<file path="src/rtl/fismos_debug_monitor.sv">
// Console capture FIFO, run-status FSM and IRQ edge counters for the FISMOS PicoRV32 debug outputs.
// The host reads characters and end-of-run status directly, with no hierarchical probing.
module fismos_debug_monitor #(
   parameter int          DATA_W     = 8,
   parameter int          DEPTH      = 64,
   parameter logic [31:0] TERM_WORD  = 32'h0000_007E,
   parameter int          TRAP_DRAIN = 10,
   parameter int          TIMEOUT    = 0,
   parameter int          NUM_IRQ    = 1,
   parameter int          CNT_W      = 16
) (
   input  logic                        clk,
   input  logic                        resetn,
   input  logic [31:0]                 out32bit,
   input  logic                        out32bit_en,
   input  logic                        trap,
   input  logic [NUM_IRQ-1:0]          irq_in,
   input  logic                        clear,
   input  logic                        rd_ready,
   output logic                        rd_valid,
   output logic [DATA_W-1:0]           rd_data,
   output logic [$clog2(DEPTH):0]      fifo_level,
   output logic                        overflow,
   output logic                        done,
   output logic [1:0]                  done_cause,
   output logic [NUM_IRQ*CNT_W-1:0]    irq_rise_cnt,
   output logic [NUM_IRQ*CNT_W-1:0]    irq_fall_cnt
);

   localparam int PTR_W = $clog2(DEPTH);
   localparam int LVL_W = $clog2(DEPTH) + 1;
   localparam int RUN_W = (TIMEOUT > 1) ? $clog2(TIMEOUT) : 1;
   localparam int DR_W  = (TRAP_DRAIN > 1) ? $clog2(TRAP_DRAIN) : 1;
   localparam logic [RUN_W-1:0] RUN_LAST = RUN_W'((TIMEOUT > 0) ? TIMEOUT - 1 : 0);
   localparam logic [DR_W-1:0]  DR_LAST  = DR_W'((TRAP_DRAIN > 0) ? TRAP_DRAIN - 1 : 0);

   typedef enum logic [1:0] {S_RUN, S_DRAIN, S_DONE} state_t;

   state_t            state, state_nxt;
   logic [1:0]        cause, cause_nxt;
   logic [RUN_W-1:0]  run_cnt, run_cnt_nxt;
   logic [DR_W-1:0]   drn_cnt, drn_cnt_nxt;

   logic              en_prev;
   logic [DATA_W-1:0] mem [DEPTH];
   logic [PTR_W-1:0]  wptr, rptr;
   logic [LVL_W-1:0]  level;
   logic              ovf;

   logic term_hit, wr, pop, full, wr_ok;

   assign term_hit = (out32bit == TERM_WORD);
   assign full     = (level == LVL_W'(DEPTH));
   assign pop      = (level != '0) && rd_ready;
   assign wr       = (state != S_DONE) && out32bit_en && !en_prev;
   // A pop in the same cycle frees the slot, so a full FIFO can still take the write.
   assign wr_ok    = wr && (!full || pop);

   // Edge detectors survive a soft clear so a held strobe is not re-captured.
   always_ff @(posedge clk) begin
      if (!resetn) en_prev <= 1'b0;
      else         en_prev <= out32bit_en;
   end

   always_ff @(posedge clk) begin
      if (resetn && !clear && wr_ok) mem[wptr] <= out32bit[DATA_W-1:0];
   end

   always_ff @(posedge clk) begin
      if (!resetn || clear) begin
         wptr  <= '0;
         rptr  <= '0;
         level <= '0;
         ovf   <= 1'b0;
      end else begin
         if (wr_ok) wptr <= wptr + PTR_W'(1);
         if (pop)   rptr <= rptr + PTR_W'(1);
         case ({wr_ok, pop})
            2'b10:   level <= level + LVL_W'(1);
            2'b01:   level <= level - LVL_W'(1);
            default: level <= level;
         endcase
         if (wr && !wr_ok) ovf <= 1'b1;
      end
   end

   always_ff @(posedge clk) begin
      if (!resetn || clear) begin
         state   <= S_RUN;
         cause   <= 2'd0;
         run_cnt <= '0;
         drn_cnt <= '0;
      end else begin
         state   <= state_nxt;
         cause   <= cause_nxt;
         run_cnt <= run_cnt_nxt;
         drn_cnt <= drn_cnt_nxt;
      end
   end

   // Terminator outranks trap, which outranks the watchdog.
   always_comb begin
      state_nxt   = state;
      cause_nxt   = cause;
      run_cnt_nxt = run_cnt;
      drn_cnt_nxt = drn_cnt;
      case (state)
         S_RUN: begin
            run_cnt_nxt = run_cnt + RUN_W'(1);
            if (term_hit) begin
               state_nxt = S_DONE;
               cause_nxt = 2'd1;
            end else if (trap) begin
               state_nxt   = S_DRAIN;
               drn_cnt_nxt = '0;
            end else if ((TIMEOUT != 0) && (run_cnt == RUN_LAST)) begin
               state_nxt = S_DONE;
               cause_nxt = 2'd3;
            end
         end
         S_DRAIN: begin
            drn_cnt_nxt = drn_cnt + DR_W'(1);
            if (term_hit) begin
               state_nxt = S_DONE;
               cause_nxt = 2'd1;
            end else if (drn_cnt == DR_LAST) begin
               state_nxt = S_DONE;
               cause_nxt = 2'd2;
            end
         end
         default: ;
      endcase
   end

   assign rd_valid   = (level != '0);
   assign rd_data    = rd_valid ? mem[rptr] : '0;
   assign fifo_level = level;
   assign overflow   = ovf;
   assign done       = (state == S_DONE);
   assign done_cause = cause;

   logic [NUM_IRQ-1:0] irq_prev;

   always_ff @(posedge clk) begin
      if (!resetn) irq_prev <= '0;
      else         irq_prev <= irq_in;
   end

   // Per-line saturating edge counters; they keep counting after DONE.
   for (genvar i = 0; i < NUM_IRQ; i++) begin : g_irq
      logic [CNT_W-1:0] rise_q, fall_q;

      always_ff @(posedge clk) begin
         if (!resetn || clear) begin
            rise_q <= '0;
            fall_q <= '0;
         end else begin
            if (irq_in[i] && !irq_prev[i] && (rise_q != '1)) rise_q <= rise_q + CNT_W'(1);
            if (!irq_in[i] && irq_prev[i] && (fall_q != '1)) fall_q <= fall_q + CNT_W'(1);
         end
      end

      assign irq_rise_cnt[i*CNT_W +: CNT_W] = rise_q;
      assign irq_fall_cnt[i*CNT_W +: CNT_W] = fall_q;
   end

endmodule

</file>
<file path="config.mk">
export PLATFORM = sky130hd
export DESIGN_NAME = fismos_debug_monitor
export DESIGN_NICKNAME = d
export VERILOG_FILES = /design/src/rtl/fismos_debug_monitor.sv
export SDC_FILE = /design/constraint.sdc
export NUM_CORES = 1
export LEC_CHECK = 0
export ABC_AREA = 1
export BUFFER_PORTS_ARGS = -buffer_cell sky130_fd_sc_hd__buf_2
export CORE_MARGIN = 5
export CORE_UTILIZATION = 30
export CTS_CLUSTER_DIAMETER = 80
export CTS_CLUSTER_SIZE = 40
export DETAILED_ROUTE_END_ITERATION = 6
export GPL_TIMING_DRIVEN = 1
export PLACE_DENSITY = 0.53
export SLEW_MARGIN = 30
export SYNTH_ARGS = -nofsm -noshare
export SYNTH_HDL_FRONTEND = slang
export SYNTH_SLANG_ARGS = --single-unit
</file>
<file path="constraint.sdc">
create_clock -name clk -period 2.6 [get_ports clk]
set_input_delay 0.52 -clock clk [delete_from_list [all_inputs] [get_ports clk]]
set_output_delay 0.52 -clock clk [all_outputs]
set_load 0.01 [all_outputs]
</file>
; Word-level counts from Yosys, hierarchy flattened
; Memories as Yosys holds them, arrays and structs flattened. A register that Yosys moved wholly into a read port is not among the register bits.
; Index checks and enable logic that the tools add are counted.
; Widths: inputs -> output; s select.
[classes]
reduce_logical = 27
eq_ne = 15
add_sub_neg = 7
n_mux = 17
[ops]
columns = cell, count
row1 = $add 16x1->16 const B, 2
row2 = $eq 32x7->1 const B, 1
row3 = $ne 16x16->1 const B, 2
row4 = $pmux 7 s2, 1
row5 = $add 6x1->6 const B, 2
row6 = $mux 2, 6
row7 = $mux 6, 2
row8 = $logic_and 1x1->1, 11
row9 = $reduce_and 3->1, 3
row10 = $mux 4, 2
row11 = $mux 8, 1
row12 = $ne 2x2->1 const B, 4
row13 = $pmux 2 s2, 2
row14 = $pmux 4 s2, 1
row15 = $add 7x1->7 const B, 1
row16 = $eq 7x7->1 const B, 1
row17 = $logic_not 1->1, 7
row18 = $reduce_bool 7->1, 1
row19 = $sub 7x1->7 const B, 1
row20 = $ne 3x3->1 const B, 2
row21 = $add 4x1->4 const B, 1
row22 = $eq 2x1->1 const B, 2
row23 = $eq 2x2->1 const B, 2
row24 = $eq 4x4->1 const B, 1
row25 = other kinds (4), 7
[word_totals]
memories = 1
ramBits = 512
register_bits = 62
in_bits = 39
elab_cells = 78
out_inout_bits = 52
[memory_table]
columns = name, depth, word_bits, read_ports, rd_clocked_by_memory_dff, write_ports, line_no
row1 = mem, 64, 8, 1, 1, 1, 45  ; logic [DATA_W-1:0] mem [DEPTH];

; Longest topological paths before layout
[logic_depth]
depth_word = 7
depth_mapped = 15
depth_no_buf = 15

; Least setup slack after synthesis
; OpenSTA, ideal clock, no wires.
[synth_path]
path_kind = input port to flip-flop
from = input out32bit_en
to = memory mem[24][0], enable pin
stages = 10
setup_time_ps = 383
slack_ps = 269
path_buffers = 0
required_time_ps = 2217
arrival_ps = 1948
path_cell_list = inv_1 -> nor2_1 -> nand2_1 -> nor2_4 -> inv_2 -> nor2_4 -> inv_2 -> nor2_4 -> nand2_1 -> nor3_1
[synth_via]
elab_chain_cells = 6
[synth_lines]
columns = item, line_no
row1 = "start, declared", 15  ; input logic out32bit_en,
row2 = $logic_and 1x1->1 (2 in a row), 55  ; assign wr = (state != S_DONE) && out32bit_en && !en_prev;
row3 = $logic_and 1x1->1, 57  ; assign wr_ok = wr && (!full || pop);
row4 = $logic_and 1x1->1, 66  ; if (resetn && !clear && wr_ok) mem[wptr] <= out32bit[DATA_W-1:0];
row5 = $mux 1, 66
row6 = $mux 1 (implied by the code), 66
row7 = "end, declared", 45
; No other way between the ends.

==> results.txt <==
The path class of the tightest hold or removal check is in -> reg. On the critical path the largest part of the delay comes from buffers and inverters. The proportion of layout cells with a drive suffix above 1 came out at 21.4%. The internal portion of total power is 13.6 mW. The mapped cell area is 24400 um2.

Of the total power, registers draw 54.0%. The checks that failed: setup timing. The number of unique standard cell types used by synthesis came out at 33. The clock arrives with 0.0685 ns of skew. In this run the worst path has a maximum fanout of 7. STA puts the critical path data arrival time at 2.64 ns. The count of final hold-check violations was 0. Cells fill 37.5% of the core in the end. The timing endpoint of the critical path is rd_data[5]. By area the synthesized netlist is led by sky130_fd_sc_hd__edfxtp_1 (63%), sky130_fd_sc_hd__nand2_1 (11%), sky130_fd_sc_hd__nand3_1 (9.7%), sky130_fd_sc_hd__dfxtp_1 (5.6%), sky130_fd_sc_hd__nor2_1 (1.6%). The element type at the critical path start is a register. The worst supply voltage drop on vdd came out at 524 uV. The worst register-to-register path has a depth of 14. The sum of buffers and inverters on the critical path came out at 4.

In the final layout, the multi-input gates occupy 7670 um2. The CTS tree is yes. The maximum number of pins on one net before global-route repair came out at 65.

The net total in the final layout came out at 2531. The synthesis-stage register bit count came out at 580. The routed length per placed instance came out at 20.6 um. The proportion of total power due to net switching is 27.6%. The detailed-route wire length is 73.6 mm. The worst register-to-register path begins at fifo_level[4]. In this run the critical register-to-register path is captured at fifo_level[5]. The number of hold buffers added after CTS was 0. After synthesis, flip-flops and latches occupy 68.7% of the total area.

Headroom to the max-slew limit came out at 31.6%. The number of cells on the critical path is 12. The clock period minus final worst setup slack is 3.16 ns. The clock latency on the worst-skew pair came out at 0.67 ns. The net count of the mapped netlist came out at 2348. The initial detailed-routing violation count is 1337. The slew at the pin closest to its max-slew limit is 1.03 ns. The gate count of the mapped netlist came out at 2297. The combined flip-flop and latch cell area is 16700 um2. The row count is 104. The via count of the first global-routing pass is 17635. The first-pass GRT wire length came out at 109 mm. The number of antenna-violating nets in the routed design came out at 0. The worst setup path is captured at an output port. The signal on the critical path passes through buf_12 -> buf_16 -> clkbuf_16 -> nand2_2 -> nand3_1 -> nand3_1 -> nand2_2 -> nand2_2 -> nand3_2 -> nand3_2 -> a21oi_4 -> buf_6.

The library cell used as clock root buffer is sky130_fd_sc_hd__clkbuf_16. In the synthesized netlist, the cells that appear most often are sky130_fd_sc_hd__nand2_1 (739), sky130_fd_sc_hd__edfxtp_1 (512), sky130_fd_sc_hd__nand3_1 (473), sky130_fd_sc_hd__nor2_1 (106), sky130_fd_sc_hd__inv_1 (79). The most instantiated flip-flop cell in the synthesis netlist is sky130_fd_sc_hd__edfxtp_1. The area added between synthesis and finish came out at 23.9%. The number of enable flip-flop cells after synthesis came out at 512. The post-route DRC violation count came out at 0. The cell seen most often among critical-path stages is sky130_fd_sc_hd__nand2_2. The start-to-end type of the worst setup path is reg -> out. Among all cell types in the netlist, the one instantiated most often is sky130_fd_sc_hd__nand2_1. The floorplan die width is 295 um. The max-slew violation total from the final report is 0. STA puts the critical path data required time at 2.08 ns.

The peak per-stage delay on the critical path came out at 0.39 ns. The number of maximum-capacitance violations is 0. The first detailed-routing pass took 6 iterations. The die boundary height is 295 um. The average cell area after synthesis came out at 10.6 um2.

The clock network fraction of total power is 33.9%. The placeable core area is 80500 um2. Static timing analysis puts the maximum clock frequency at 0.316 GHz.

The worst setup slack before clock tree synthesis is -0.0699 ns. The sink count of the clock tree came out at 580. The initial standard-cell utilization of the core came out at 30.2%. After clock tree synthesis, the clock-pin slew on the worst setup and hold paths is 0.12 ns. The flow ran to the end, but the final reports show violations. The routed via count came out at 17837. Of the total power, combinational logic draws 12.1%.

The total global-route track usage is 16.0%. The number of I/O port buffers is 90. Of all cell types, the one taking the most synthesized area is sky130_fd_sc_hd__edfxtp_1. The total net switching power is 5.20 mW.

For this design the static power due to leakage is 11.0 nW. The tightest hold path in the finished design has a slack of 0.120 ns. The worst register-to-register path has a setup slack of 0.28 ns.

The ratio of routed vias to standard cells came out at 5.00. The number of ports placed on the die boundary is 91. The routability congestion estimate is 0.890. The overflow left after global routing is 0.

The area fraction of the dominant cell type after synthesis is 63.1%. After layout, the worst setup slack is -0.562 ns. The number of synthesis warnings came out at 0. The number of antenna violations at the first check in global routing came out at 3. Setup repair after global routing could not meet its margin everywhere. The final sum of negative setup slack came out at -4.15 ns. The maximum level of the CTS H-tree is 1. After synthesis, the share of flip-flops with an asynchronous set or reset is 0%. The half-perimeter wire length after placement is 42.5 mm.

The count of filler cells inserted in the layout is 7803. The longest clock path from root to sink contains 3 buffers. The die covers 87000 um2. Setup violations remaining at the end of the flow were counted as 8. The number of buffers added by the clock tree synthesis step is 31.

Dividing the final minimum period by the clock period gives 122%. On the critical path, the stage with the largest delay is an instance of sky130_fd_sc_hd__dfxtp_4. The cell area power density came out at 624 nW/um2.
==> placed cells by master, fill, tap and decap left out, drive strengths merged <==
master / count
edfxtp: 512
o21ai: 33
nand3b: 1
or2: 3
o211a: 1
nand2: 741
diode: 2
a31oi: 2
buf: 252
nor4: 3
o21a: 1
bufinv: 1
o21bai: 2
ha: 11
a211oi: 1
nor2: 111
nand4: 9
inv: 108
nor3: 38
and3: 1
bufbuf: 1
clkbuf: 47
clkinv: 7
fa: 1
a21oi: 55
nand3: 477
dfxtp: 68
xor2: 11
nor3b: 4
xnor2: 3
==> state kept, by name (all words and copies together), names as in the netlist, named ones only <==
| signal | flops |
|---|---|
| drn_cnt | 4 |
| overflow | 1 |
| done_cause | 2 |
| mem | 512 |
| state | 2 |
| fifo_level | 7 |
| irq_fall_cnt | 16 |
| rptr | 6 |
| en_prev | 1 |
| irq_prev | 1 |
| irq_rise_cnt | 16 |
| wptr | 6 |
==> tightest hold or removal path: stages <==
cell                      delay (ns)
sky130_fd_sc_hd__buf_2          0.11
sky130_fd_sc_hd__nand2_1        0.05
sky130_fd_sc_hd__inv_1          0.04
==> logic make-up after synthesis <==
kind of cell | synth area share, %
XOR/XNOR | 0.503
AO/OA/AOI/OAI | 2.02
buffers and inverters | 3.59
AND/OR/NAND/NOR | 24.5
flip-flops | 68.7
adder cells (fa/ha/maj) | 0.647
==> layer usage <==
metal  share of wire [%]  up-vias  wire (um)  track usage (%)
li1                    -     8310          -                -
met1                  44     8860      32300             22.4
met2                  46      575      34100             25.7
met3                 6.9       92       5070             3.37
met4                 3.0        0       2190             4.14
met5                   0        -          0                0
==> power by group through the flow <==
stage / registers [mW] / logic (mW) / clock network (mW)
finish: 10.2 / 2.28 / 6.39
global route: 10.2 / 2.45 / 6.86
CTS: 10.2 / 1.97 / 6.52
detailed placement: 10.4 / 1.71 / 0
global placement: 10.4 / 1.69 / 0
floorplan: 10.4 / 0.923 / 0
==> final cells by class <==
| class | instances | share of cell area [%] |
|---|---|---|
| Inverter | 88 | 1.19 |
| Sequential cell | 580 | 55.5 |
| Timing Repair inverter | 1 | 0.0995 |
| Timing Repair Buffer | 269 | 9.25 |
| Multi-Input combinational cell | 1509 | 25.4 |
| Antenna cell | 2 | 0.0166 |
| Tap cell | 1060 | 4.40 |
| Clock buffer | 31 | 2.57 |
| Clock inverter | 27 | 1.56 |
==> what timing repair did <==
| item | CTS | global route |
|---|---|---|
| endpoints found under the setup margin | 8 | 8 |
| hold endpoints to repair | 0 | 0 |
| cloned | 12 | 18 |
| gates resized for setup | 72 | 172 |
| buffers inserted | 17 | 3 |
| pin swaps | 13 | 96 |
==> per-stage QoR <==
stage	total power, mW	cells	cell area (um2)
final	18.8	3567	30200
after global routing	19.5	3566	30200
after CTS	18.7	3547	29000
after detailed placement	12.1	3460	26900
after global placement	12.1	3460	26900
after floorplan	11.3	2297	24400
==> worst min-delay path by stage <==
stage / startpoint / to / slack, ns / cells past startpoint
6_report: resetn / irq_prev / 0.12 / 3
5_1_grt: resetn / irq_prev / 0.12 / 3
4_1_cts: resetn / irq_prev / 0.08 / 3
3_5_place_dp: rptr[2] / register / 0.47 / 2
3_3_place_gp: done_cause[1] / done_cause[1] / 0.45 / 2
2_1_floorplan: rptr[2] / register / 0.45 / 2
No activity file was read; power rests on OpenSTA's default activity.
